$ cat config.mk
export PLATFORM = sky130hd
export DESIGN_NAME = screen_fade_mux
export DESIGN_NICKNAME = d
export VERILOG_FILES = /design/src/rtl/screen_fade_mux.sv
export SDC_FILE = /design/constraint.sdc
export NUM_CORES = 1
export LEC_CHECK = 0
export CAP_MARGIN = 20
export CORE_AREA = 2 2 49 51
export CTS_BUF_LIST = sky130_fd_sc_hd__clkbuf_4 sky130_fd_sc_hd__clkbuf_8 sky130_fd_sc_hd__clkbuf_16
export CTS_CLUSTER_DIAMETER = 80
export DETAILED_ROUTE_END_ITERATION = 8
export DIE_AREA = 0 0 51 53
export PLACE_DENSITY = 0.81
export SLEW_MARGIN = 10
export SYNTH_ARGS = -nofsm -noshare
export SYNTH_HDL_FRONTEND = slang
export SYNTH_SLANG_ARGS = --single-unit
$ cat constraint.sdc
create_clock -name clk -period 1.1 [get_ports clk]
set_input_delay 0.165 -clock clk [delete_from_list [all_inputs] [get_ports clk]]
set_output_delay 0.165 -clock clk [all_outputs]
set_load 0.1 [all_outputs]
$ cat src/rtl/screen_fade_mux.sv
// screen_fade_mux: selects one of NUM_CH RGB332 screen sources with a frame-paced fade-out/fade-in on switch.
// Fading is enabled by defining SCREEN_FADE_EN; otherwise channel changes are immediate.
module screen_fade_mux #(
    parameter int NUM_CH     = 4,
    parameter int FADE_SHIFT = 3,
    parameter int INIT_SEL   = 0,
    localparam int SEL_W     = $clog2(NUM_CH),
    localparam int MAXB      = 2 ** FADE_SHIFT
) (
    input  logic                clk,
    input  logic                reset,
    input  logic                frameStart,
    input  logic [SEL_W-1:0]    selCode,
    input  logic [NUM_CH-1:0]   drawingRequestIn,
    input  logic [NUM_CH*8-1:0] RGBin,
    output logic                drawingRequest_out,
    output logic [7:0]          RGBout,
    output logic [SEL_W-1:0]    activeSel,
    output logic                busy
);
    localparam int BW = FADE_SHIFT + 1;
    localparam logic [BW-1:0] B_MAX = BW'(MAXB);
    localparam logic [SEL_W-1:0] SEL_INIT = SEL_W'(INIT_SEL);
    localparam logic [SEL_W:0] CH_LIM = (SEL_W + 1)'(NUM_CH);

    logic             sel_ok;
    logic [SEL_W-1:0] active_sel;
    logic [BW-1:0]    b;
    logic [7:0]       pix;
    logic [7:0]       pix_scaled;

    assign sel_ok    = {1'b0, selCode} < CH_LIM;
    assign activeSel = active_sel;

    function automatic logic [2:0] scale(input logic [2:0] c, input logic [BW-1:0] k);
        logic [BW+2:0] p;
        p = {{BW{1'b0}}, c} * {3'b000, k};
        return 3'(p >> FADE_SHIFT);
    endfunction

    assign pix        = RGBin[{active_sel, 3'b000} +: 8];
    assign pix_scaled = {scale(pix[7:5], b), scale(pix[4:2], b), 2'(scale({1'b0, pix[1:0]}, b))};

    always_ff @(posedge clk or posedge reset) begin
        if (reset) begin
            RGBout             <= 8'h00;
            drawingRequest_out <= 1'b0;
        end else begin
            RGBout             <= pix_scaled;
            drawingRequest_out <= drawingRequestIn[active_sel];
        end
    end

`ifdef SCREEN_FADE_EN
    typedef enum logic [1:0] {IDLE, FADE_OUT, HOLD, FADE_IN} state_t;

    state_t           state, state_n;
    logic [BW-1:0]    b_n;
    logic [SEL_W-1:0] target, target_n, active_n;

    assign busy = state != IDLE;

    always_ff @(posedge clk or posedge reset) begin
        if (reset) begin
            state      <= IDLE;
            b          <= B_MAX;
            target     <= SEL_INIT;
            active_sel <= SEL_INIT;
        end else begin
            state      <= state_n;
            b          <= b_n;
            target     <= target_n;
            active_sel <= active_n;
        end
    end

    always_comb begin
        state_n  = state;
        b_n      = b;
        target_n = target;
        active_n = active_sel;
        case (state)
            IDLE: begin
                if (sel_ok && selCode != active_sel) begin
                    target_n = selCode;
                    state_n  = FADE_OUT;
                end
            end
            FADE_OUT: begin
                target_n = sel_ok ? selCode : target;
                // A request back to the displayed channel reverses the fade in place.
                if (target_n == active_sel) state_n = FADE_IN;
                else if (frameStart) begin
                    b_n     = (b <= BW'(1)) ? '0 : b - 1'b1;
                    state_n = (b <= BW'(1)) ? HOLD : FADE_OUT;
                end
            end
            HOLD: begin
                target_n = sel_ok ? selCode : target;
                if (frameStart) begin
                    active_n = target_n;
                    b_n      = '0;
                    state_n  = FADE_IN;
                end
            end
            FADE_IN: begin
                if (frameStart) begin
                    b_n     = (b >= B_MAX - 1'b1) ? B_MAX : b + 1'b1;
                    state_n = (b >= B_MAX - 1'b1) ? IDLE : FADE_IN;
                end
            end
            default: state_n = IDLE;
        endcase
    end
`else
    logic unused_frame;

    assign unused_frame = frameStart;
    assign b            = B_MAX;
    assign busy         = 1'b0;

    always_ff @(posedge clk or posedge reset) begin
        if (reset) active_sel <= SEL_INIT;
        else active_sel <= sel_ok ? selCode : active_sel;
    end
`endif
endmodule

==> results <==
worst max-delay path by stage:
| stage | from | endpoint | slack (ps) |
|---|---|---|---|
| after floorplan | activeSel[0]$_DFF_PP0_ | RGBout[0]$_DFF_PP0_ | -320 |
| after global placement | activeSel[0]$_DFF_PP0_ | RGBout[1]$_DFF_PP0_ | -100 |
| after detailed placement | activeSel[0]$_DFF_PP0_ | RGBout[7]$_DFF_PP0_ | -110 |
| after CTS | activeSel[0]$_DFF_PP0_ | activeSel[0] | -130 |
| after global routing | activeSel[0]$_DFF_PP0_ | activeSel[0] | -150 |
| final | activeSel[0]$_DFF_PP0_ | RGBout[0]$_DFF_PP0_ | -120 |
worst register-to-register path, cell delays in order (launching register included):
cell     delay [ps]
dfrtp_4         500
buf_4           170
mux4_2          420
placed cells by master, fill, tap and decap left out:
| cell type | Yosys | final |
|---|---|---|
| conb_1 | 1 | 1 |
| buf_4 | 1 | 5 |
| dfrtp_1 | 11 | 9 |
| clkbuf_4 | 0 | 4 |
| buf_12 | 0 | 11 |
| mux4_2 | 9 | 9 |
| clkdlybuf4s50_1 | 0 | 39 |
| inv_1 | 1 | 1 |
| dfrtp_4 | 0 | 1 |
| dfrtp_2 | 0 | 1 |
| buf_6 | 1 | 2 |
power by group:
group,switching [mW],internal [mW]
sequential,0.0345,0.444
combinational,0.366,0.333
clock,0.130,0.165
timing repair:
action | in CTS | in global routing
setup buffers | 6 | 0
cloned | 0 | 0
pin swaps | 0 | 0
setup endpoints to repair | 11 | 10
resized for setup | 2 | 0
layout make-up:
class	instances	area share, %
Clock buffer	4	2.45
Inverter	1	0.306
Multi-Input combinational cell	10	16.8
Sequential cell	11	22.9
Tap cell	28	2.86
Timing Repair Buffer	57	54.7
routing by layer:
| metal | GRT usage (%) | up-vias | wire length [microns] |
|---|---|---|---|
| met1 | 13.4 | 215 | 478 |
| met3 | 2.54 | 2 | 153 |
| li1 | - | 211 | - |
| met4 | 10.8 | 0 | 27 |
| met2 | 22.9 | 32 | 832 |
| met5 | 0 | - | 0 |
per-stage QoR:
step                      TNS (ps)  instances  util (%)  cell area, sq um
final                        -1020        111      57.1              1230
after global routing         -1310        111      57.1              1230
after CTS                    -1050        111      57.1              1230
after detailed placement      -913        101      53.2              1140
after global placement        -906        101      53.2              1140
after floorplan              -2850         25         -               518
state kept, by name, indices dropped and copies added (netlist names):
name and cells:
RGBout 8, activeSel 2, drawingRequest_out 1
kinds of logic after synthesis:
group | Yosys count | share of synthesized area [%]
buffers and inverters | 4 | 5.40
DFF | 11 | 54.1
muxes | 9 | 39.8
other | 1 | 0.736
==> impl_metrics.csv <==
group,metric,value,unit
route,wirelength,1.49,mm
critical_path,cp_slowest_cell,"dfrtp_4",
critical_path,path_buf_inv,1,
yosys,ys_seq_elements,11,
placement,io_buffers,50,
run_status,violations,"setup timing",
critical_path,crit_type,"reg2reg",
yosys,syn_area,509,sq um
yosys,yosysTopAreaCellShare,54.1,%
clock_tree,clk_pin_slew,70,ps
die,core_area,2150,sq um
yosys,async_flop_share,100,%
yosys,synth_flop_cell,"dfrtp_1",
layout,seqCellArea,280,sq um
layout,multi_input_area,206,sq um
critical_path,endpoint_kind,"flop",
layout,drive_gt1_share,39.8,%
global_route,grt_pass1_wl,2.39,mm
timing,finalSetupViolCount,10,
timing,rsz0062_at_grt,"true",
critical_path,worstPathMaxFanout,4,
die,initial_core_util,23.7,%
critical_path,required,1230,ps
global_route,antenna_found_initial,0,
route,drtAntennaViolNets,0,
global_route,grt_start_max_net_pins,9,
route,route.detailed.drc,0,
critical_path,r2r_end,"RGBout[0]$_DFF_PP0_",
timing,hold_violations,0,
die,die_h,53,microns
min_path,hold_path.class,"in2async",
route,wl_per_cell,13.4,microns
die,die_w,51,microns
job,maxCapViolCount,0,
critical_path,worstPathCellList,"buf_4, mux4_2",
yosys,avgSynthCellArea,20.4,sq um
global_route,grt_usage,13.0,%
clock_tree,cts_root_buf,"clkbuf_4",
die,dieArea,2700,sq um
critical_path,r2r_setup_slack,-120,ps
clock_tree,h-tree-depth,1,
yosys,synth_edf_count,0,
power,p_per_area,1200,nW/um^2
clock_tree,clkLatencyLatePin,260,ps
layout,n_fill_cell,173,
timing,fin_ws,-118,ps
yosys,yosys-top-cells-count,"dfrtp_1, mux4_2",
timing,hold_ws,75.0,ps
timing,max_freq,821,MHz
power,ir_drop,0.583,mV
run_status,status,"finished with violations",
route,via_per_inst,4.14,
timing,skew,3.81,ps
die,rows,17,
yosys,synth_nets,66,
critical_path,reg2reg_from,"activeSel[0]$_DFF_PP0_",
yosys,yosysSeqAreaShare,54.1,%
critical_path,crit_arrival,1350,ps
yosys,ys_warn_count,0,
layout,syn2layout_area_growth,141,%
critical_path,slowest_delay,500,ps
placement,gp_congestion,0.706,
layout,antenna_cells,0,
yosys,yosys.area.top_type,"dfrtp_1",
clock_tree,cts-buffers-inserted,3,
clock_tree,numClockSinks,11,
yosys,ys_top_cells_by_area,"dfrtp_1, mux4_2, buf_6",
critical_path,reg2reg_depth,2,
clock_tree,cts_buffer_depth,2,
yosys,synth.most_common_cell,"dfrtp_1",
timing,post-route-period-util,111,%
timing,period_needed,1220,ps
global_route,grt_pass1_vias,525,
route,drt_iter0_drc,4,
yosys,synth_cell_types,7,
timing,timing.final.max_slew_violations,0,
yosys,netlist_instances,25,
critical_path,crit_path_start_kind,"flop",
route,first_pass_iters,2,
die,ios,53,
power,power.leakage,0.503,nW
layout,fin_nets,125,
critical_path,critical_path.top_delay_family,"flip-flops",
clock_tree,tritoncts,"done",
route,num_vias,460,
clock_tree,cts_hold_buf,0,
critical_path,path_depth,2,
global_route,gr-total-overflow,0,
placement,pre_cts_ws,-110,ps
power,power.total,1.47,mW
Power figures use the tool's default switching activity.
